**config.mk**
```make
export PLATFORM = sky130hd
export DESIGN_NAME = l_modu_key_debounce
export DESIGN_NICKNAME = d
export VERILOG_FILES = /design/src/rtl/l_modu_key_debounce.sv
export SDC_FILE = /design/constraint.sdc
export NUM_CORES = 1
export LEC_CHECK = 0
export ABC_AREA = 1
export CAP_MARGIN = 10
export CELL_PAD_IN_SITES_DETAIL_PLACEMENT = 1
export CELL_PAD_IN_SITES_GLOBAL_PLACEMENT = 1
export CORE_ASPECT_RATIO = 1.75
export CORE_MARGIN = 1
export CORE_UTILIZATION = 49
export DETAILED_ROUTE_END_ITERATION = 8
export GPL_TIMING_DRIVEN = 0
export MAX_ROUTING_LAYER = met4
export PLACE_DENSITY = 0.87
export SYNTH_ARGS = -nofsm -noshare
export SYNTH_HDL_FRONTEND = slang
export SYNTH_SLANG_ARGS = --single-unit
```
**constraint.sdc**
```tcl
create_clock -name CLK -period 6.3 [get_ports CLK]
set_input_delay 1.26 -clock CLK [delete_from_list [all_inputs] [get_ports CLK]]
set_output_delay 1.26 -clock CLK [all_outputs]
set_load 0.02 [all_outputs]
```
**src/rtl/l_modu_key_debounce.sv**
```systemverilog
// l_modu_key_debounce: multi-key debouncer sampling on the 1 ms tick, producing level,
// press, release and long-press pulses per key.
module l_modu_key_debounce #(
    parameter int KEY_W       = 4,
    parameter int DEB_MS      = 20,
    parameter int LONG_MS     = 1000,
    parameter int KEY_ACT_LOW = 1
) (
    input  logic             CLK,
    input  logic             RST,
    input  logic             CLK1MS,
    input  logic [KEY_W-1:0] KEY_IN,
    output logic             TICK_1MS,
    output logic [KEY_W-1:0] KEY_LEVEL,
    output logic [KEY_W-1:0] KEY_PRESS,
    output logic [KEY_W-1:0] KEY_RELEASE,
    output logic [KEY_W-1:0] KEY_LONG
);
    localparam logic [KEY_W-1:0] REL_LVL = (KEY_ACT_LOW != 0) ? '1 : '0;
    localparam logic [7:0]       DEB     = 8'(DEB_MS);
    localparam logic [15:0]      LNG     = 16'(LONG_MS);

    typedef enum logic [1:0] {IDLE, PDEB, HELD, RDEB} state_t;

    logic [KEY_W-1:0] sync1, sync2, pressed;
    logic             prev;

    always_ff @(posedge CLK or posedge RST) begin
        if (RST) begin
            sync1 <= REL_LVL;
            sync2 <= REL_LVL;
            prev  <= 1'b1;
        end else begin
            sync1 <= KEY_IN;
            sync2 <= sync1;
            prev  <= CLK1MS;
        end
    end

    // prev resets high so a CLK1MS already high at reset release is not a tick
    assign TICK_1MS = CLK1MS & ~prev;
    assign pressed  = (KEY_ACT_LOW != 0) ? ~sync2 : sync2;

    genvar k;
    generate
        for (k = 0; k < KEY_W; k++) begin : g_key
            state_t      state;
            logic [7:0]  deb_cnt;
            logic [15:0] hold_cnt;
            logic        p, level_r, press_r, release_r, long_r;
            assign p = pressed[k];
            always_ff @(posedge CLK or posedge RST) begin
                if (RST) begin
                    state     <= IDLE;
                    deb_cnt   <= '0;
                    hold_cnt  <= '0;
                    level_r   <= 1'b0;
                    press_r   <= 1'b0;
                    release_r <= 1'b0;
                    long_r    <= 1'b0;
                end else begin
                    press_r   <= 1'b0;
                    release_r <= 1'b0;
                    long_r    <= 1'b0;
                    if (TICK_1MS) begin
                        case (state)
                            IDLE: if (p) begin
                                if (DEB == 8'd1) begin
                                    state    <= HELD;
                                    deb_cnt  <= '0;
                                    hold_cnt <= '0;
                                    press_r  <= 1'b1;
                                    level_r  <= 1'b1;
                                end else begin
                                    state   <= PDEB;
                                    deb_cnt <= 8'd1;
                                end
                            end
                            PDEB: if (!p) begin
                                state   <= IDLE;
                                deb_cnt <= '0;
                            end else if (deb_cnt + 8'd1 == DEB) begin
                                state    <= HELD;
                                deb_cnt  <= '0;
                                hold_cnt <= '0;
                                press_r  <= 1'b1;
                                level_r  <= 1'b1;
                            end else begin
                                deb_cnt <= deb_cnt + 8'd1;
                            end
                            HELD: if (p) begin
                                if (hold_cnt != LNG) begin
                                    hold_cnt <= hold_cnt + 16'd1;
                                    long_r   <= (hold_cnt + 16'd1 == LNG);
                                end
                            end else if (DEB == 8'd1) begin
                                state     <= IDLE;
                                deb_cnt   <= '0;
                                hold_cnt  <= '0;
                                release_r <= 1'b1;
                                level_r   <= 1'b0;
                            end else begin
                                state   <= RDEB;
                                deb_cnt <= 8'd1;
                            end
                            RDEB: if (p) begin
                                state   <= HELD;
                                deb_cnt <= '0;
                            end else if (deb_cnt + 8'd1 == DEB) begin
                                state     <= IDLE;
                                deb_cnt   <= '0;
                                hold_cnt  <= '0;
                                release_r <= 1'b1;
                                level_r   <= 1'b0;
                            end else begin
                                deb_cnt <= deb_cnt + 8'd1;
                            end
                            default: state <= IDLE;
                        endcase
                    end
                end
            end
            assign KEY_LEVEL[k]   = level_r;
            assign KEY_PRESS[k]   = press_r;
            assign KEY_RELEASE[k] = release_r;
            assign KEY_LONG[k]    = long_r;
        end
    endgenerate
endmodule

```
Word level (Yosys, flattened, before mapping)
Index checks and enable logic that the tools add are counted.
W data, S select, Z words.
{"block": "totals", "regBits": 129, "latchBits": 0, "ram_bits": 0, "mem_bits_ro": 0, "input_bits": 7, "output_inout_bits": 17, "elab_cells": 274, "memories": 0}
{"block": "op_classes", "n_addsub": 8, "n_mul": 0, "div_mod_pow": 0, "order_cmp": 0, "n_eq_ne": 64, "shift": 0, "n_mux": 140, "bitwise": 3, "n_reduce_logical": 28}
{"cell": "$mux W16", "n": 20}
{"cell": "$pmux W16 S3", "n": 4}
{"cell": "$mux W8", "n": 20}
{"cell": "$pmux W8 S4", "n": 4}
{"cell": "$add A16 B1 Y16 const B", "n": 4}
{"cell": "$eq A16 B10 Y1 const B", "n": 4}
{"cell": "$ne A16 B10 Y1 const B", "n": 4}
{"cell": "$ne A2 B2 Y1 const B", "n": 32}
{"cell": "$mux W1", "n": 60}
{"cell": "$mux W2", "n": 24}
{"cell": "$reduce_and A6 Y1", "n": 8}
{"cell": "$add A8 B1 Y8 const B", "n": 4}
{"cell": "$eq A8 B5 Y1 const B", "n": 4}
{"cell": "$pmux W2 S4", "n": 4}
{"cell": "$ne A3 B3 Y1 const B", "n": 8}
{"cell": "$reduce_and A5 Y1", "n": 4}
{"cell": "$eq A2 B2 Y1 const B", "n": 8}
{"cell": "$reduce_and A3 Y1", "n": 4}
{"cell": "$reduce_bool A3 Y1", "n": 4}
{"cell": "$eq A2 B1 Y1 const B", "n": 4}
{"cell": "$logic_not A2 Y1", "n": 4}
{"cell": "$pmux W1 S2", "n": 4}
{"cell": "$reduce_bool A2 Y1", "n": 4}
{"cell": "$not A4 Y4", "n": 1}
{"cell": "other kinds (2)", "n": 2}

Logic depth before layout (Yosys ltp)
Gate-level depths: netlist of run 1.
{"block": "logic_depth", "word_depth": 6, "ltp_mapped": 13}

Least setup slack after synthesis of run 1
No wires, ideal clock.
{"block": "synth_path", "kind": "input to output", "from": "input CLK1MS", "to": "output TICK_1MS", "arrival_time_ns": 1.429, "t_required_ns": 5.040, "path_slack_ns": 3.611, "cell_stages": 2, "path_buffers": 0, "cell_sequence": "nand2_4 inv_4"}
{"block": "synth_between", "elab_chain_len": 1}
{"element": "start: declaration", "line": "11", "text": "input logic CLK1MS,"}
{"element": "$and A1 B1 Y1", "line": "41", "text": "assign TICK_1MS = CLK1MS & ~prev;"}
{"element": "end: declaration", "line": "13", "text": "output logic TICK_1MS,"}
No other way between the ends.

Final worst setup path of run 1
Ends and elaborated chain as after synthesis.

==> impl_summary.txt, run 1 <==
----------------------------------------------------
[Timing]
  Slew HR ... 0.536
  Final period utilization ... 0.627
  Max-slew violations ... 0
  Maximum frequency from static timing analysis ... 0.253 GHz
  Measured slew at the worst slew-check pin ... 0.696 ns
  Hold WS ... 0.356 ns
  Minimum clock period after layout ... 3.95 ns
  Final setup violation count ... 0
  Setup repair after global routing missed its margin ... false
  Clk_skew ... 0.0104 ns
  Setup total negative slack ... 0 ns
  Smallest setup slack after layout ... 2.35 ns
  Number of endpoints with negative hold slack in the final report ... 0

[Logic synthesis]
  Count of warnings emitted by yosys ... 0
  Basic-gate share of the synthesized area counting and, or, nand and nor cells ... 0.377
  Register bit count reported by yosys ... 129
  Synth Area in Compound Gates ... 0.0467
  Netlist area before placement ... 7990 µm²
  Gate count of the mapped netlist ... 1100
  Sequential area share after synthesis ... 0.406
  Synthesized area per cell ... 7.26 µm²
  Multiplexer share of the synthesized area ... 0
  Dominant combinational cell family by area after synthesis ... simple AND/OR/NAND/NOR gates
  Synthesized-area fraction occupied by xor and xnor cells ... 0.0482
  Arithmetic-cell share of the synthesized area counting full adders, half adders and majority gates ... 0.0251
  Mapped Nets ... 1123
  Number of distinct library cell variants in the gate-level netlist after synthesis ... 43

[Setup path]
  CP Max Fanout ... 9
  Setup slack of the worst register-to-register path ... 4.10 ns
  Req. time, crit path ... 5.04 ns
  Origin of the worst setup path ... CLK1MS
  Element type at the critical path start ... primary input
  Library cell appearing most often on the critical path ... clkdlybuf4s50_1
  Critical register-to-register path endpoint ... g_key[1].release_r$_DFF_PP0_
  Cells on worst reg2reg path ... 8
  Critical Path Sink Type ... output pin
  WS Path Type ... primary input to output pin
  Crit path arrival time ... 2.69 ns
  Series of cell instances along the critical path ... clkdlybuf4s50_1 > nand2_4 > inv_4 > clkdlybuf4s50_1
  Maximum single-stage delay on the critical path ... 0.63 ns
  Worst-path cell with the longest stage delay ... clkdlybuf4s50_1
  Launching point of the worst reg2reg path ... g_key[1].deb_cnt[0]$_DFFE_PP0P_

[Power and ir drop]
  Leakage component of the power ... 4.39 nW
  Worst-case vdd ir drop ... 152 µV
  Cell area power density ... 290 nW/µm²
  Power consumption ... 2.66 mW

[Clock tree]
  Maximum number of buffers from clock root to sink ... 2
  H-tree level count ... 4
  Buffers inserted by post-CTS timing repair ... 0
  Clock transition time at the flip-flop clock pins of the worst setup and hold paths ... 0.06 ns
  Resize count post-CTS ... 0
  Hold_buf cts ... 0
  CTS tree ... done
  TritonCTS sink count ... 129
  Clock buffers created by TritonCTS ... 17
  Root Buffer ... clkbuf_16
  Clock latency reported for the late side of the worst-skew pair ... 0.43 ns

[Min path]
  Class of the most critical hold timing path ... flip-flop to flip-flop
  Hold path depth ... 0
  Hold path startpoint ... sync1[1]$_DFF_PP1_
  Endpoint of the worst hold-timing path ... sync2[1]$_DFF_PP1_

[Route]
  Routed via count ... 7426
  Wirelength per Cell ... 17.1 µm
  Remaining antenna violation count ... 0
  Avg Vias per Cell ... 5.52
  Total wire length ... 23000 µm
  Drt drc ... 0
  DRC marker count from the first detailed-route iteration ... 254
  Router iterations before antenna repair ... 6

[Floorplanning]
  Placeable Area ... 15900 µm²
  Starting density of the core ... 0.503
  Floorplan row count ... 61
  Total Die Area ... 16800 µm²
  Die Wd ... 98.5 µm
  Overall die height ... 171 µm
  Ports placed on the boundary ... 24

[Placement]
  Number of port buffers ... 23
  Placement-stage cell area ... 8490 µm²
  Setup slack after placement ... 2.35 ns
  Placed cell count ... 1313
  HPWL Detailed ... 16700 µm
  GP Congestion ... 0.919

[Final layout]
  Final standard cell count with taps included and fillers excluded ... 1345
  Final cell utilization of the core ... 0.578
  Highest-count cells in the layout ignoring fill and taps ... 328 x nand2_1, 141 x inv_1, 125 x nand3_1, 120 x dfrtp_1, 97 x nor2_1
  Synthesis-to-finish area growth ... 14.8%
  Fraction of layout instances using a drive strength above 1 ... 0.100
  Final instance area ... 9170 µm²
  Most common cell after layout, fill and taps aside ... nand2_1
  Count of nets after finishing ... 1166
  Number of inserted diodes ... 0

[Global route]
  Aggregate global routing overflow ... 0
  Antenna violations before repair ... 0
  Overall routing resource usage ... 0.303
  Largest net degree at the start of global routing ... 90
  Global-route wire length before repair ... 38800 µm
  Vias in the first global route ... 8210

[Job]
  Maximum Capacitance Violations ... 0

[Outcome]
  Status ... finished, final reports clean

----------------------------------------------------
[final cells by class]
cell class	instances	area (µm²)
Fill cell	2020	6700
Multi-Input combinational cell	791	3970
Sequential cell	129	3240
Inverter	148	563
Clock buffer	20	457
Timing Repair Buffer	24	258
Tap cell	189	236
Clock inverter	12	228
Buffer	32	224
[kinds of logic after synthesis]
kind of cell             Yosys count
flip-flops                       129
AO/OA/AOI/OAI                     65
buffers and inverters            180
AND/OR/NAND/NOR                  666
adder cells (fa/ha/maj)           16
XOR/XNOR                          44
[power by group]
group | internal [mW] | total, mW | switching [mW]
logic | 0.150 | 0.480 | 0.330
registers | 0.907 | 1.01 | 0.105
clock network | 0.766 | 1.17 | 0.402
total | 1.82 | 2.66 | 0.836
[cell usage after synthesis (all sizes together)]
cell type  count  share of area
or2           15          0.012
and2           1        0.00078
nor2         109          0.057
inv          148          0.070
nand4         34          0.031
and3           1        0.00078
o22ai          6         0.0047
nor4           7         0.0055
nand2        334           0.16
nand3b         6         0.0056
a21oi         10         0.0077
ha            16          0.025
dfrtp        120           0.38
nand3        128          0.082
xnor2          7         0.0077
a22oi          1        0.00094
a22o           3         0.0033
o21a           1        0.00094
dfstp          9          0.030
a2bb2oi        1         0.0011
clkbuf         3         0.0014
o21ai         41          0.026
a21boi         2         0.0023
nor3          31          0.021
buf           29          0.027
xor2          37          0.041
[flip-flops by register name (all words and copies together) (netlist names), named ones only]
signal	cells
g_key.hold_cnt	64
g_key.deb_cnt	32
g_key.level_r	4
g_key.long_r	4
g_key.press_r	4
g_key.release_r	4
g_key.state	4
sync1	4
sync2	4
prev	1
[routing by layer]
| layer | vias to the layer above | wire, µm | GRT usage |
|---|---|---|---|
| met5 | - | 0 | - |
| met4 | 0 | 1130 | 0.174 |
| met3 | 87 | 422 | 0.0355 |
| met2 | 129 | 13100 | 0.591 |
| met1 | 3627 | 8360 | 0.280 |
| li1 | 3583 | - | - |
[worst max-delay path: cells and delay by family]
| kind | cells | cell delay, ns |
|---|---|---|
| buf+inv | 3 | 1.31 |
| simple gates | 1 | 0.11 |
[worst max-delay path by stage]
stage / to / slack [ns] / cells past startpoint
global placement: g_key[1].long_r$_DFF_PP0_ / -0.47 / 2
floorplan: async pin / 1.61 / 1
global route: TICK_1MS / 2.31 / 4
CTS: TICK_1MS / 2.34 / 4
finish: TICK_1MS / 2.35 / 4
detailed placement: TICK_1MS / 2.35 / 4
Power figures use the tool's default switching activity.
==> inputs of run 2 (changes only) <==
Settings changed: CORE_UTILIZATION 49 to 46, PLACE_DENSITY 0.87 to 0.82.
Clock period 6.3 ns to 4 ns, I/O delays scaled along.
==> run 2 against run 1 <==
  * Power grew 50%
  * Clock skew down 0.0026 ns
  * Global-route usage fell by 2.7 points
  * Sequential power increased by 57%
  * First-iteration DRC count decreased by 6.7%
  * Sequential share of layout area shrank 0.063 points
  * Combinational power up 53%
  * Non-clock buffer count up 2
  * Via count decreased by 1.8%
==> impl_summary.txt, run 2 (synthesis gave the netlist of run 1 again) <==
----------------------------------------------------
[Clock tree]
  Maximum number of buffers from clock root to sink ... 2
  Buffers inserted by post-CTS timing repair ... 0
  Clock buffers created by TritonCTS ... 17
  Clock latency reported for the late side of the worst-skew pair ... 0.44 ns
  Resize count post-CTS ... 0
  Hold_buf cts ... 0
  TritonCTS sink count ... 129
  H-tree level count ... 4
  CTS tree ... done
  Clock transition time at the flip-flop clock pins of the worst setup and hold paths ... 0.06 ns
  Root Buffer ... clkbuf_16

[Final layout]
  Number of inserted diodes ... 0
  Count of nets after finishing ... 1168
  Fraction of layout instances using a drive strength above 1 ... 0.103
  Highest-count cells in the layout ignoring fill and taps ... 328 x nand2_1, 141 x inv_1, 125 x nand3_1, 120 x dfrtp_1, 97 x nor2_1
  Largest register by flop count ... g_key.hold_cnt
  Most common cell after layout, fill and taps aside ... nand2_1
  Flip-flop count of the largest register, all copies and words added ... 64
  Synthesis-to-finish area growth ... 15.0%
  Top Registers ... g_key.hold_cnt: 64 flops, g_key.deb_cnt: 32 flops
  Final standard cell count with taps included and fillers excluded ... 1385

[Timing]
  Final setup violation count ... 0
  Hold WS ... 0.356 ns
  Max-slew violations ... 0
  Setup total negative slack ... 0 ns
  Smallest setup slack after layout ... 0.975 ns
  Setup repair after global routing missed its margin ... false
  Clk_skew ... 0.00781 ns
  Final period utilization ... 0.756
  Slew HR ... 0.536
  Minimum clock period after layout ... 3.03 ns
  Maximum frequency from static timing analysis ... 0.331 GHz
  Measured slew at the worst slew-check pin ... 0.697 ns
  Number of endpoints with negative hold slack in the final report ... 0

[Min path]
  Class of the most critical hold timing path ... flip-flop to flip-flop

[Setup path]
  Critical Path Sink Type ... output pin
  Req. time, crit path ... 3.20 ns
  Maximum single-stage delay on the critical path ... 0.62 ns
  Element type at the critical path start ... primary input
  Crit path arrival time ... 2.23 ns
  Library cell appearing most often on the critical path ... clkdlybuf4s50_1
  Critical path buffers and inverters ... 3
  CP Max Fanout ... 9
  Series of cell instances along the critical path ... clkdlybuf4s50_1 > nand2_4 > inv_4 > clkdlybuf4s50_1
  Worst-path cell with the longest stage delay ... clkdlybuf4s50_1
  WS Path Type ... primary input to output pin
  Family with the most delay on the worst path ... buffers and inverters

[Global route]
  Grt peak-use layer ... met2
  Overall routing resource usage ... 0.275
  M2 GR Usage ... 0.532
  Met3 track demand over resource ... 0.0467
  Global-route wire length before repair ... 36900 µm
  Antenna violations before repair ... 0
  Grt met1 use ... 0.245
  Aggregate global routing overflow ... 0
  Largest net degree at the start of global routing ... 39
  Vias in the first global route ... 8106

[Placement]
  GP Congestion ... 0.922
  Placed cell count ... 1353
  Number of port buffers ... 23
  HPWL Detailed ... 16400 µm
  Setup slack after placement ... 0.964 ns

[Route]
  DRC marker count from the first detailed-route iteration ... 237
  Total wire length ... 21800 µm
  Routed via count ... 7295
  Wirelength per Cell ... 15.7 µm
  Remaining antenna violation count ... 0
  Drt drc ... 0
  Avg Vias per Cell ... 5.27
  Router iterations before antenna repair ... 6

[Floorplanning]
  Starting density of the core ... 0.471
  Floorplan row count ... 63
  Total Die Area ... 17900 µm²
  Ports placed on the boundary ... 24
  Placeable Area ... 16900 µm²
  Die Wd ... 102 µm
  Overall die height ... 176 µm

[Job]
  Maximum Capacitance Violations ... 0

[Power and ir drop]
  Leakage component of the power ... 4.38 nW
  Worst-case vdd ir drop ... 237 µV
  Cell area power density ... 434 nW/µm²

[Outcome]
  Status ... finished, final reports clean

----------------------------------------------------
-- run 2: area by class of cell --
class,count,area [µm²]
Multi-Input combinational cell,791,3970
Fill cell,2219,7760
Tap cell,227,284
Sequential cell,129,3240
Timing Repair Buffer,26,290
Inverter,148,562
Buffer,32,224
Clock buffer,20,467
Clock inverter,12,155
-- run 2: where the power goes --
group	leakage, nW	internal (mW)	switching [mW]
Combinational	2.36	0.240	0.494
Clock	0.303	1.03	0.629
Sequential	1.72	1.43	0.162
-- run 2: worst paths after layout --
| path | depth (start not counted) | start | slack [ns] | endpoint |
|---|---|---|---|---|
| setup / recovery | 4 | CLK1MS | 0.97 | TICK_1MS |
| hold / removal | 0 | sync1[2]$_DFF_PP1_ | 0.36 | sync2[2]$_DFF_PP1_ |
| setup reg to reg | 9 | g_key[2].deb_cnt[0]$_DFFE_PP0P_ | 1.82 | g_key[2].hold_cnt[4]$_DFFE_PP0P_ |
| hold reg to reg | 0 | sync1[2]$_DFF_PP1_ | 0.36 | sync2[2]$_DFF_PP1_ |
| max in group asynchronous | 5 | RST | 2.01 | sync2[1]$_DFF_PP1_ |
| min in group asynchronous | 2 | RST | 0.81 | g_key[2].release_r$_DFF_PP0_ |
-- run 2: per-layer routing --
metal | up-vias | wire [µm] | part of all wire
li1 | 3578 | - | -
met1 | 3555 | 7700 | 0.35
met2 | 98 | 12800 | 0.59
met3 | 64 | 444 | 0.020
met4 | 0 | 856 | 0.039
met5 | - | 0 | 0
-- run 2: per-stage QoR --
step,util,instance area (µm²),power (mW)
CTS,0.542,9190,4.03
finish,0.542,9190,3.99
global placement,0.502,8510,2.30
detailed placement,0.505,8570,2.35
global route,0.542,9190,4.19
floorplan,-,7990,2.11
==> RTL change 1: new RTL, config.mk and constraints of run 1 <==
The 4 states of `state_t` get a Gray code encoding in 2 bits.
--- a/src/rtl/l_modu_key_debounce.sv
+++ b/src/rtl/l_modu_key_debounce.sv
@@ -21,5 +21,5 @@
     localparam logic [15:0]      LNG     = 16'(LONG_MS);
 
-    typedef enum logic [1:0] {IDLE, PDEB, HELD, RDEB} state_t;
+    typedef enum logic [1:0] {IDLE = 2'b00, PDEB = 2'b01, HELD = 2'b11, RDEB = 2'b10} state_t;
 
     logic [KEY_W-1:0] sync1, sync2, pressed;
Formal check against the unedited RTL: same outputs for any inputs over 4 cycles, from zero or initial values and one cycle with RST high; so few cycles prove little.
==> RTL change 1 against run 1 <==
- setup slack worse by 0.56 ns
- sequential cell count unchanged
- final area up 8.8%
- area after synthesis up 9.8%
- sequential power down 4%
- highest routed layer unchanged
- power down 1.7%
- utilization down 0.89 points
- wire length up 7.4%
- critical endpoint unchanged
==> RTL change 1: results (changes against run 1) <==
- Reg2reg end: g_key[2].deb_cnt[4]$_DFFE_PP0P_
- N_diodes: 0 (unchanged)
- GR Util met1: 26.78% (-1.2 points)
- Multi-input comb cells: 888 (+12%)
- GRT met2 Usage: 58.53% (-0.54 points)
- Post-Syn Nets: 1260 (+12%)
- Fill cells: 2242 (+11%)
- Pleak: 4.773 nW (+8.8%)
- Slew @ Worst Pin: 0.7870 ns (+0.09062 ns)
- Fraction of area in registers: 32.48% (-2.8 points)
- Drt first pass iters: 4 (-2)
- Met2 WL: 14390 µm (+9.6%)
- Inverters: 164 (+11%)
- Reg-to-reg slack, setup: 3.98 ns (-0.12 ns)
- DR vias/cell: 5.406 (-2.1%)
- Biggest regs: g_key.hold_cnt (64), g_key.deb_cnt (32), g_key.state (8)
- M3 GR Usage: 5.341% (+1.8 points)
- Critical Path AT: 3.25 ns (+0.56 ns)
- Synth cell types: 46 (+7.0%)
- Clock buffer count: 18 (-10%)
- Post-Route WL: 24760 µm (+7.4%)
- Sequential-to-total area share from yosys stat: 36.93% (-3.6 points)
- Hold wc startpoint: sync1[2]$_DFF_PP1_
- Crit-path max cell delay: 0.71 ns (+0.08 ns)
- Crit-path max FO: 10 (+1)
- Share of layout cells above drive strength 1: 13.59% (+3.6 points)
- Crit. Startpoint: CLK1MS
- Top cells by area, synth: dfrtp_1, nand2_1, inv_1, nand3_1, nor2_1
- Multi-input logic area: 4652 µm² (+17%)
- R2R cell count: 9 (+1)
- Global-route wire length before repair: 41110 µm (+6.0%)
- Final nets: 1303 (+12%)
- GRT Total Usage: 29.97% (-0.32 points)
- Synth warn: 0 (unchanged)
- Routed met1 length: 8847 µm (+5.8%)
- Clk tree area frac: 6.535% (-0.93 points)
- GP Congestion: 0.8706 (-5.2%)
- Initial drt markers: 182 (-28%)
- Outcome: complete, no violations
- HPWL Detailed: 18220 µm (+9.1%)
- Hold endpoint: sync2[2]$_DFF_PP1_
- Largest net degree at the start of global routing: 95 (+5.6%)
- Worst r2r src: g_key[2].state[0]$_DFFE_PP0P_
-- RTL change 1: cell types whose count changed after synthesis, sizes merged, moves of 3 or more --
| cell | delta |
|---|---|
| a211oi | +3 |
| nor2 | +28 |
| buf | +3 |
| nand4 | +17 |
| ha | +20 |
| or2 | -7 |
| inv | +14 |
| xor2 | -12 |
| nor3 | -10 |
| nand2 | +52 |
| nor4 | -6 |
| o21bai | +3 |
| a21oi | +10 |
| a22o | +3 |
-- RTL change 1: per-stage QoR --
step / hold slack [ns] / utilization, % / setup slack, ns / cell area [µm²] / instances
floorplan: 0.3452 / - / 1.614 / 8771 / 1217
global placement: 0.3473 / 52.98 / -0.5014 / 9290 / 1471
detailed placement: 0.3481 / 53.16 / 1.785 / 9323 / 1472
CTS: 0.3570 / 56.88 / 1.786 / 9975 / 1504
global route: 0.3603 / 56.88 / 1.701 / 9975 / 1504
finish: 0.3560 / 56.88 / 1.785 / 9975 / 1504
-- RTL change 1: cell families (layout without fill, tap and decap cells) --
| logic type | Yosys count | after routing | share of synthesized area (%) |
|---|---|---|---|
| adder cells (fa/ha/maj) | 36 | 36 | 5.135 |
| buffers and inverters | 200 | 256 | 10.03 |
| XOR/XNOR | 31 | 31 | 3.096 |
| AND/OR/NAND/NOR | 739 | 739 | 39.34 |
| flip-flops | 129 | 129 | 36.93 |
| AO/OA/AOI/OAI | 82 | 82 | 5.464 |
-- RTL change 1: worst max-delay path: cells and delay by family --
kind	cells	cell delay, ns
buffers and inverters	4	1.65
AND/OR/NAND/NOR	1	0.34
-- RTL change 1: report_power, final --
part / switching [mW] / total (mW) / internal, mW
sequential: 0.0793 / 0.969 / 0.889
clock: 0.404 / 1.11 / 0.710
combinational: 0.355 / 0.531 / 0.176
==> RTL change 2: new RTL, config.mk and constraints of run 1 <==
Made on the original files. Change the parameter `KEY_W` from 4 to 5.
--- a/src/rtl/l_modu_key_debounce.sv
+++ b/src/rtl/l_modu_key_debounce.sv
@@ -2,5 +2,5 @@
 // press, release and long-press pulses per key.
 module l_modu_key_debounce #(
-    parameter int KEY_W       = 4,
+    parameter int KEY_W       = 5,
     parameter int DEB_MS      = 20,
     parameter int LONG_MS     = 1000,
Interface: changed (5 resized); port bits go from 24 to 29. No check against the original RTL was run, so the function may have changed too.
==> RTL change 2 against run 1 <==
- sequential cell count up 32
- via count up 27%
- wire length up 25%
- count of clock-buffer cells in the layout up 2
- final area up 22%
- area after synthesis up 24%
- synthesized cell count up 27%
- power up 14%
- critical path depth up 1
- combinational power up 19%
- first-iteration DRC count up 7.1%
- setup slack worse by 0.43 ns
==> RTL change 2: results (changes against run 1) <==
- Synth top cells by count: nand2_1, inv_1, dfrtp_1, nor2_1, nand3_1
- Compound-gate portion of the synthesized area: 4.543% (-0.12 points)
- Global-route wire length before repair: 48200 µm (+24%)
- Routed wl met3: 537 µm (+27%)
- Vias in the first global route: 10.40k (+27%)
- Hold endpoint: sync2[3]$_DFF_PP1_
- HPWL Detailed: 20950 µm (+25%)
- Crit-path max FO: 10 (+1)
- Biggest regs: g_key.hold_cnt (80), g_key.deb_cnt (40)
- Power Dens Cells: 271.6 nW/µm² (-6.4%)
- Sequential-to-total area share from yosys stat: 40.77% (+0.22 points)
- Outcome: complete, no violations
- Initial drt markers: 272 (+7.1%)
- Flop+latch power: 1.27 mW (+26%)
- Reg-to-reg slack, setup: 4.17 ns (+0.07 ns)
- Mux share of post-synthesis cell area: 0.2019% (+0.20 points)
- Worst hold slack: 0.3552 ns (-0.0006990 ns)
- Number of port buffers: 28 (+22%)
- M3 GR Usage: 4.488% (+0.93 points)
- Routed met1 length: 10400 µm (+24%)
- Slew @ Worst Pin: 0.7021 ns (+0.005738 ns)
- Pleak: 5.500 nW (+25%)
- Clock network power share: 39.5% (-4.4 points)
- VDD IR max: 168.7 µV (+11%)
- GRT met2 Usage: 58.83% (-0.23 points)
- Hold wc startpoint: sync1[3]$_DFF_PP1_
- GR Util met1: 28.26% (+0.24 points)
- GRT Total Usage: 30.60% (+0.31 points)
- Clock Skews: 0.01487 ns (+0.004448 ns)
- Met2 WL: 16750 µm (+28%)
- Clock Latency Late Sink: 0.45 ns (+0.02 ns)
- Post-Syn Nets: 1424 (+27%)
- Final nets: 1472 (+26%)
- Sw Share: 31.86% (+0.42 points)
- Post-synthesis to final-layout area growth: 13.04%
## RTL change 2: cell count changes after synthesis, sizes merged, moves of 4 or more
cell	before	now
nor2	109	143
ha	16	20
buf	29	36
dfrtp	120	150
nand2	334	514
nand4	34	46
inv	148	165
## RTL change 2: how the worst max path moves through the flow
stage	start	endpoint	slack, ns	cells past startpoint
after CTS	CLK1MS	TICK_1MS	1.88	5
after global placement	RST	g_key[4].hold_cnt[10]$_DFFE_PP0P_	-1.70	2
final	CLK1MS	TICK_1MS	1.92	5
after detailed placement	CLK1MS	TICK_1MS	1.88	5
after floorplan	RST	asynchronous set/reset pin	0.71	1
after global routing	CLK1MS	TICK_1MS	1.87	5
## RTL change 2: final cells by class
type / instances / area share, %
Clock buffer: 22 / 4.142
Sequential cell: 161 / 36.07
Multi-Input combinational cell: 1031 / 44.46
Buffer: 38 / 2.378
Tap cell: 245 / 2.735
Inverter: 166 / 5.627
Clock inverter: 10 / 1.842
Timing Repair Buffer: 29 / 2.746
## RTL change 2: metrics by stage
step,worst slack (ns),cells
6_report,1.924,1702
3_5_place_dp,1.883,1670
2_1_floorplan,0.7099,1396
3_3_place_gp,-1.695,1669
5_1_grt,1.873,1702
4_1_cts,1.879,1702
## RTL change 2: kinds of logic (layout without fill, tap and decap cells)
kind of cell             after synthesis  in the layout
XOR/XNOR                              46             46
buffers and inverters                204            265
multiplexers                           2              2
AND/OR/NAND/NOR                      887            887
adder cells (fa/ha/maj)               20             20
flip-flops                           161            161
AO/OA/AOI/OAI                         76             76
## RTL change 2: critical path, cell delays in order
cell	delay [ns]
clkdlybuf4s50_1	0.51
inv_2	0.07
nor2_8	0.23
buf_2	0.36
clkdlybuf4s50_1	0.67
